### src/rtl/alu_pkg.sv
// alu_pkg: shared definitions for the sequential ALU.
//   alu_op_e          - 4-bit opcode encoding used on the sel port
//   alu_state_e       - sequencer states (IDLE, MUL_RUN, DONE)
//   ALU_ILLEGAL_FIRST - first opcode value that is never supported
// Optional feature macro: ALU_MUL_EN (see alu_seq_unit).
package alu_pkg;

  typedef enum logic [3:0] {
    OP_ADD = 4'd0,
    OP_SUB = 4'd1,
    OP_NOT = 4'd2,
    OP_AND = 4'd3,
    OP_OR  = 4'd4,
    OP_XOR = 4'd5,
    OP_SLA = 4'd6,
    OP_SLL = 4'd7,
    OP_SRA = 4'd8,
    OP_SRL = 4'd9,
    OP_MUL = 4'd10
  } alu_op_e;

  typedef enum logic [1:0] {
    ST_IDLE    = 2'd0,
    ST_MUL_RUN = 2'd1,
    ST_DONE    = 2'd2
  } alu_state_e;

  localparam logic [3:0] ALU_ILLEGAL_FIRST = 4'd11;

endpackage

### src/rtl/alu_core.sv
// alu_core: combinational single-cycle ALU operations and flag generation.
// Ports:
//   a, b      in  WIDTH : operands; b[SHW-1:0] is the shift amount for shifts
//   sel       in  4     : opcode (alu_op_e encoding)
//   result    out WIDTH : operation result (0 for unsupported opcodes)
//   cout      out 1     : carry out (ADD only)
//   negative  out 1     : a<b for SUB, result MSB otherwise
//   zero      out 1     : result == 0
//   illegal   out 1     : opcode not handled here (includes MUL, which the
//                         sequencer handles itself when ALU_MUL_EN is defined)
import alu_pkg::*;

module alu_core #(
  parameter int WIDTH = 8
) (
  input  logic [WIDTH-1:0] a,
  input  logic [WIDTH-1:0] b,
  input  logic [3:0]       sel,
  output logic [WIDTH-1:0] result,
  output logic             cout,
  output logic             negative,
  output logic             zero,
  output logic             illegal
);

  localparam int SHW = (WIDTH > 1) ? $clog2(WIDTH) : 1;

  logic [SHW-1:0]          n_s;
  logic [WIDTH:0]          sum_s;
  logic signed [WIDTH-1:0] a_sgn_s;

  assign n_s     = b[SHW-1:0];
  assign sum_s   = {1'b0, a} + {1'b0, b};
  assign a_sgn_s = a;

  // Opcode decode, result selection and flag generation.
  always_comb begin
    result  = '0;
    cout    = 1'b0;
    illegal = 1'b0;
    if (sel >= ALU_ILLEGAL_FIRST) begin
      illegal = 1'b1;
    end else begin
      case (sel)
        OP_ADD: begin
          result = sum_s[WIDTH-1:0];
          cout   = sum_s[WIDTH];
        end
        OP_SUB:  result = (a >= b) ? (a - b) : (b - a);
        OP_NOT:  result = ~a;
        OP_AND:  result = a & b;
        OP_OR:   result = a | b;
        OP_XOR:  result = a ^ b;
        OP_SLA:  result = a << n_s;
        OP_SLL:  result = a << n_s;
        OP_SRA:  result = a_sgn_s >>> n_s;
        OP_SRL:  result = a >> n_s;
        default: illegal = 1'b1;
      endcase
    end
    // SUB reports magnitude, so its sign comes from the unsigned compare.
    if (illegal) begin
      negative = 1'b0;
    end else if (sel == OP_SUB) begin
      negative = (a < b);
    end else begin
      negative = result[WIDTH-1];
    end
    zero = (result == '0);
  end

endmodule

### src/rtl/alu_seq_unit.sv
// alu_seq_unit: handshaked ALU with registered output stage.
// Ports:
//   clk, rst_n           : rising-edge clock, synchronous active-low reset
//   in_valid / in_ready  : operation handshake (transfer on valid && ready)
//   a, b, sel            : operands and opcode, captured at transfer
//   out_valid / out_ready: result handshake; outputs hold under backpressure
//   result, cout, negative, zero, illegal : registered result and flags
// Macro ALU_MUL_EN: when defined, opcode 10 runs a WIDTH-cycle shift-add
// multiplier through the MUL_RUN/DONE states; when undefined, opcode 10 is
// illegal and the unit has no sequencer state.
import alu_pkg::*;

module alu_seq_unit #(
  parameter int WIDTH = 8
) (
  input  logic             clk,
  input  logic             rst_n,
  input  logic             in_valid,
  output logic             in_ready,
  input  logic [WIDTH-1:0] a,
  input  logic [WIDTH-1:0] b,
  input  logic [3:0]       sel,
  output logic             out_valid,
  input  logic             out_ready,
  output logic [WIDTH-1:0] result,
  output logic             cout,
  output logic             negative,
  output logic             zero,
  output logic             illegal
);

  logic [WIDTH-1:0] core_result_s;
  logic             core_cout_s;
  logic             core_negative_s;
  logic             core_zero_s;
  logic             core_illegal_s;
  logic             out_free_s;
  logic             accept_s;
  logic             is_mul_s;
  logic             mul_load_s;
  logic [WIDTH-1:0] mul_result_s;
  logic             mul_cout_s;

  alu_core #(.WIDTH(WIDTH)) u_core (
    .a        (a),
    .b        (b),
    .sel      (sel),
    .result   (core_result_s),
    .cout     (core_cout_s),
    .negative (core_negative_s),
    .zero     (core_zero_s),
    .illegal  (core_illegal_s)
  );

  // Output stage can take a new value when empty or being drained this edge.
  assign out_free_s = !out_valid || out_ready;
  assign accept_s   = in_valid && in_ready;

`ifdef ALU_MUL_EN
  localparam int CW = $clog2(WIDTH + 1);

  alu_state_e         state_r;
  logic [2*WIDTH-1:0] mcand_r;
  logic [2*WIDTH-1:0] acc_r;
  logic [WIDTH-1:0]   mplier_r;
  logic [CW-1:0]      cnt_r;

  assign in_ready     = (state_r == ST_IDLE) && out_free_s;
  assign is_mul_s     = (sel == OP_MUL);
  assign mul_load_s   = (state_r == ST_DONE);
  assign mul_result_s = acc_r[WIDTH-1:0];
  assign mul_cout_s   = |acc_r[2*WIDTH-1:WIDTH];

  // Sequencer and shift-add multiplier: one partial product per MUL_RUN cycle.
  always_ff @(posedge clk) begin
    if (!rst_n) begin
      state_r  <= ST_IDLE;
      mcand_r  <= '0;
      acc_r    <= '0;
      mplier_r <= '0;
      cnt_r    <= '0;
    end else begin
      case (state_r)
        ST_IDLE: begin
          if (accept_s && is_mul_s) begin
            mcand_r  <= {{WIDTH{1'b0}}, a};
            mplier_r <= b;
            acc_r    <= '0;
            cnt_r    <= '0;
            state_r  <= ST_MUL_RUN;
          end
        end
        ST_MUL_RUN: begin
          if (mplier_r[0]) begin
            acc_r <= acc_r + mcand_r;
          end
          mcand_r  <= mcand_r << 1;
          mplier_r <= mplier_r >> 1;
          cnt_r    <= cnt_r + CW'(1);
          if (cnt_r == CW'(WIDTH - 1)) begin
            state_r <= ST_DONE;
          end
        end
        // Output stage is always empty here: nothing else can load it
        // while the multiplier owns the unit.
        ST_DONE: state_r <= ST_IDLE;
        default: state_r <= ST_IDLE;
      endcase
    end
  end
`else
  assign in_ready     = out_free_s;
  assign is_mul_s     = 1'b0;
  assign mul_load_s   = 1'b0;
  assign mul_result_s = '0;
  assign mul_cout_s   = 1'b0;
`endif

  // Output registers: load finished MUL or accepted single-cycle op, else drain/hold.
  always_ff @(posedge clk) begin
    if (!rst_n) begin
      out_valid <= 1'b0;
      result    <= '0;
      cout      <= 1'b0;
      negative  <= 1'b0;
      zero      <= 1'b0;
      illegal   <= 1'b0;
    end else if (mul_load_s) begin
      out_valid <= 1'b1;
      result    <= mul_result_s;
      cout      <= mul_cout_s;
      negative  <= mul_result_s[WIDTH-1];
      zero      <= (mul_result_s == '0);
      illegal   <= 1'b0;
    end else if (accept_s && !is_mul_s) begin
      out_valid <= 1'b1;
      result    <= core_result_s;
      cout      <= core_cout_s;
      negative  <= core_negative_s;
      zero      <= core_zero_s;
      illegal   <= core_illegal_s;
    end else if (out_ready) begin
      out_valid <= 1'b0;
    end else begin
      out_valid <= out_valid;
    end
  end

endmodule

### config.mk
export PLATFORM = sky130hd
export DESIGN_NAME = alu_seq_unit
export DESIGN_NICKNAME = d
export VERILOG_FILES = /design/src/rtl/alu_pkg.sv /design/src/rtl/alu_core.sv /design/src/rtl/alu_seq_unit.sv
export SDC_FILE = /design/constraint.sdc
export NUM_CORES = 1
export LEC_CHECK = 0
export BUFFER_PORTS_ARGS = -buffer_cell sky130_fd_sc_hd__buf_2
export CAP_MARGIN = 25
export CORE_MARGIN = 2
export CORE_UTILIZATION = 51
export CTS_CLUSTER_SIZE = 25
export DETAILED_ROUTE_END_ITERATION = 16
export GPL_ROUTABILITY_DRIVEN = 0
export PLACE_DENSITY = 0.69
export SLEW_MARGIN = 20
export SYNTH_ARGS = -nofsm -noshare
export SYNTH_HDL_FRONTEND = slang
export SYNTH_HIERARCHICAL = 1
export SYNTH_SLANG_ARGS = --single-unit
### constraint.sdc
create_clock -name clk -period 4.2 [get_ports clk]
set_input_delay 0.42 -clock clk [delete_from_list [all_inputs] [get_ports clk]]
set_output_delay 0.42 -clock clk [all_outputs]
set_load 0.005 [all_outputs]
==> summary.txt <==
status - finished, final reports clean
met2 Track Usage GR - 41.77%
Hold EP - out_valid$_SDFFE_PN0P_
end of the worst register-to-register path - negative$_SDFFE_PN0P_
hold_buf cts - 0
Critical R2R Launch - out_valid$_SDFFE_PN0P_
hold_sp - in_valid
Via Count - 2812
grt met1 use - 37.42%
worst-skew pair later-pin latency - 0.25 ns
CTS buffer count - 3
largest net degree at the start of global routing - 38
CP Capture Type - register
final max-slew violation count - 0
busiest grt layer - met2
Setup TNS Final - 0 ns
#FFs+latches synth - 13
fill cell count - 510
final setup fails - 0
PwrDens - 190.9 nW/um^2
kind of critical path - input port to register
I/O pin total - 38
post-CTS sizing - 0
sequential cell area - 260.3 um^2
Power, Total - 0.5538 mW
Mapped Area - 2691 um^2
Worst Reg-to-Reg Cells - 3
Worst-Margin Slew - 0.7344 ns
Seq/Total Area, Yosys - 9.670%
H-tree Lvls - 1
Finished Cell Area - 2902 um^2
Initial Util - 52.69%
Slew headroom - 49.77%
post-CTS setup buffer count - 0
fmax - 0.2816 GHz
top cells by count, synth - 60 x nand2_1, 31 x ha_1, 29 x a21oi_1, 25 x inv_1
cell with the most instances after synthesis - nand2_1
HP Class - input port to register
CTS Buffer Depth - 2
asr flop ratio synth - 0%
Syn Nets - 426
Port Buffers - 37
Cell Rows - 26
type of origin of the critical path - input port
Core Area - 5107 um^2
share of cells above drive strength 1 - 15.17%
worst hold stages - 3
dpl ws - 0.4003 ns
Netlist cell types - 66
post-route clock period utilization - 84.56%
Final WS setup - 0.6484 ns
Multi-input gate area - 2191 um^2
synthesis-to-layout area growth - 7.810%
Pre-Repair DR Iteration Count - 5
max_cap viols - 0
Sink Count - 13
Die X - 76.65 um
VDD IR max - 0.00008610 V
Ys Warns - 6
Post-DRT Antenna Nets - 0
r2r setup slk - 3.24 ns
Static Leak - 1.344 nW
Clock Skews - 0.003150 ns
WL/cell - 16.79 um
Post-DP Area - 2856 um^2
syn_area_per_cell - 7.313 um^2
Post-synth top flop - dfxtp_1
routed wire length - 7.706 mm
HPWL Detailed - 5.908 mm
Tot GR Track Use - 26.61%
GRT overflow - 0
Post-synth EDFFs - 0
initial antenna violation count - 0
CTS tree - done
global-route wire length before repair - 12.68 mm
vias in the first global route - 2527
Layout Nets - 448
Die ar. - 5874 um^2
CP max FO - 16
Cells after Synth - 368
Die Span Y - 76.65 um
post-synth top area cell - ha_1
Area contributors post-synth - ha_1 14%, dfxtp_1 9.7%, mux2i_1 8.6%
Yosys top cell area share - 14.41%
DRC Markers - 0
Worst-path clk slew - 0.05 ns
met3 Use GR - 3.791%
post-layout min period - 3.552 ns
Via density - 6.126
Final Hold Fails - 0
worst path required time - 4.38 ns
RSZ-0062 raised after global routing - no
CTS root buffer - clkbuf_8
Ant. Diodes - 0
first-iteration detailed-routing DRC count - 452
final core utilization - 56.81%
worst endpoint data arrival time - 3.73 ns
## final cells by class
| cell class | instances | share of cell area [%] |
|---|---|---|
| inverters | 26 | 3.364 |
| flip-flops and latches | 13 | 8.969 |
| well taps | 70 | 3.019 |
| clock buffers | 4 | 1.552 |
| repair buffers | 42 | 7.589 |
| multi-input cells | 304 | 75.51 |
## cells in the final DEF (no fill, tap or decap), types with 2 or more instances in the layout
cell type  Yosys  final
nand2_1       60     60
buf_2          8     38
ha_1          31     31
a21oi_1       29     29
inv_1         25     25
mux2i_1       23     23
nor2_1        23     23
o21ai_0       23     23
dfxtp_1       13     13
xnor2_1        8      8
a21o_1         6      6
nor2b_1        5      5
mux2_2         5      5
nand3b_1       4      4
nand2b_1       4      4
o21a_1         4      4
a211oi_1       4      4
o31ai_1        4      4
o22ai_1        4      4
o211ai_1       4      4
a2111oi_0      4      4
buf_4          0      4
clkbuf_8       0      3
nand3_1        3      3
nor3b_1        3      3
a31oi_1        3      3
mux4_2         3      3
fa_1           3      3
and3b_1        2      2
nor3_1         2      2
a211o_1        2      2
nor4_1         2      2
a221oi_1       2      2
o211a_1        2      2
o311ai_0       2      2
a22o_1         2      2
or4b_1         2      2
## routing by layer
layer / vias to the layer above / wire length [um]
li1: 1351 / -
met5: - / 0
met3: 24 / 720
met4: 0 / 215
met1: 1275 / 3402
met2: 162 / 3366
## flip-flops by register name, indices dropped and copies added, names as in the netlist
register and count:
illegal 1, zero 1, negative 1, cout 1, out_valid 1, result 8
## cells by family (layout without fill, tap and decap cells)
group           Yosys count  in the layout  synth area share (%)
xor+xnor                  8              8                 2.604
mux                      32             32                 13.57
simple gates            122            122                 22.27
buf+inv                  51             72                 8.926
flops                    13             13                 9.670
fa+ha+maj                34             34                 16.64
compound gates          108            108                 26.31
## report_power, final
| group | internal, mW | switching [mW] | total (mW) | leakage [nW] |
|---|---|---|---|---|
| Sequential | 0.131 | 0.00361 | 0.135 | 0.106 |
| Clock | 0.0671 | 0.0451 | 0.112 | 0.0228 |
| Combinational | 0.124 | 0.183 | 0.307 | 1.21 |
## critical path: stages
cell      delay, ns
buf_2          0.23
inv_1          0.18
ha_1           0.40
nor3_1         0.31
nand3b_1       0.17
a211o_1        0.40
a21o_1         0.13
a21oi_1        0.05
or4b_1         0.54
or4b_1         0.53
nor4_2         0.15
nand2_1        0.08
mux2i_1        0.13
## worst max path at each step
stage	from	to	slack, ns	depth (start not counted)
floorplan	b[1]	zero$_SDFFE_PN0P_	0.71	13
global placement	a[3]	zero$_SDFFE_PN0P_	0.57	13
detailed placement	b[2]	zero$_SDFFE_PN0P_	0.40	13
CTS	b[2]	zero$_SDFFE_PN0P_	0.69	13
global route	b[2]	zero$_SDFFE_PN0P_	0.36	13
finish	b[2]	zero$_SDFFE_PN0P_	0.65	13
## metrics by stage
| step | std cells | hold slack, ns |
|---|---|---|
| 5_1_grt | 459 | 0.4393 |
| 3_5_place_dp | 455 | 0.4459 |
| 6_report | 459 | 0.4170 |
| 4_1_cts | 459 | 0.4168 |
| 2_1_floorplan | 368 | 0.4511 |
| 3_3_place_gp | 454 | 0.4393 |
No activity file was read; power rests on OpenSTA's default activity.
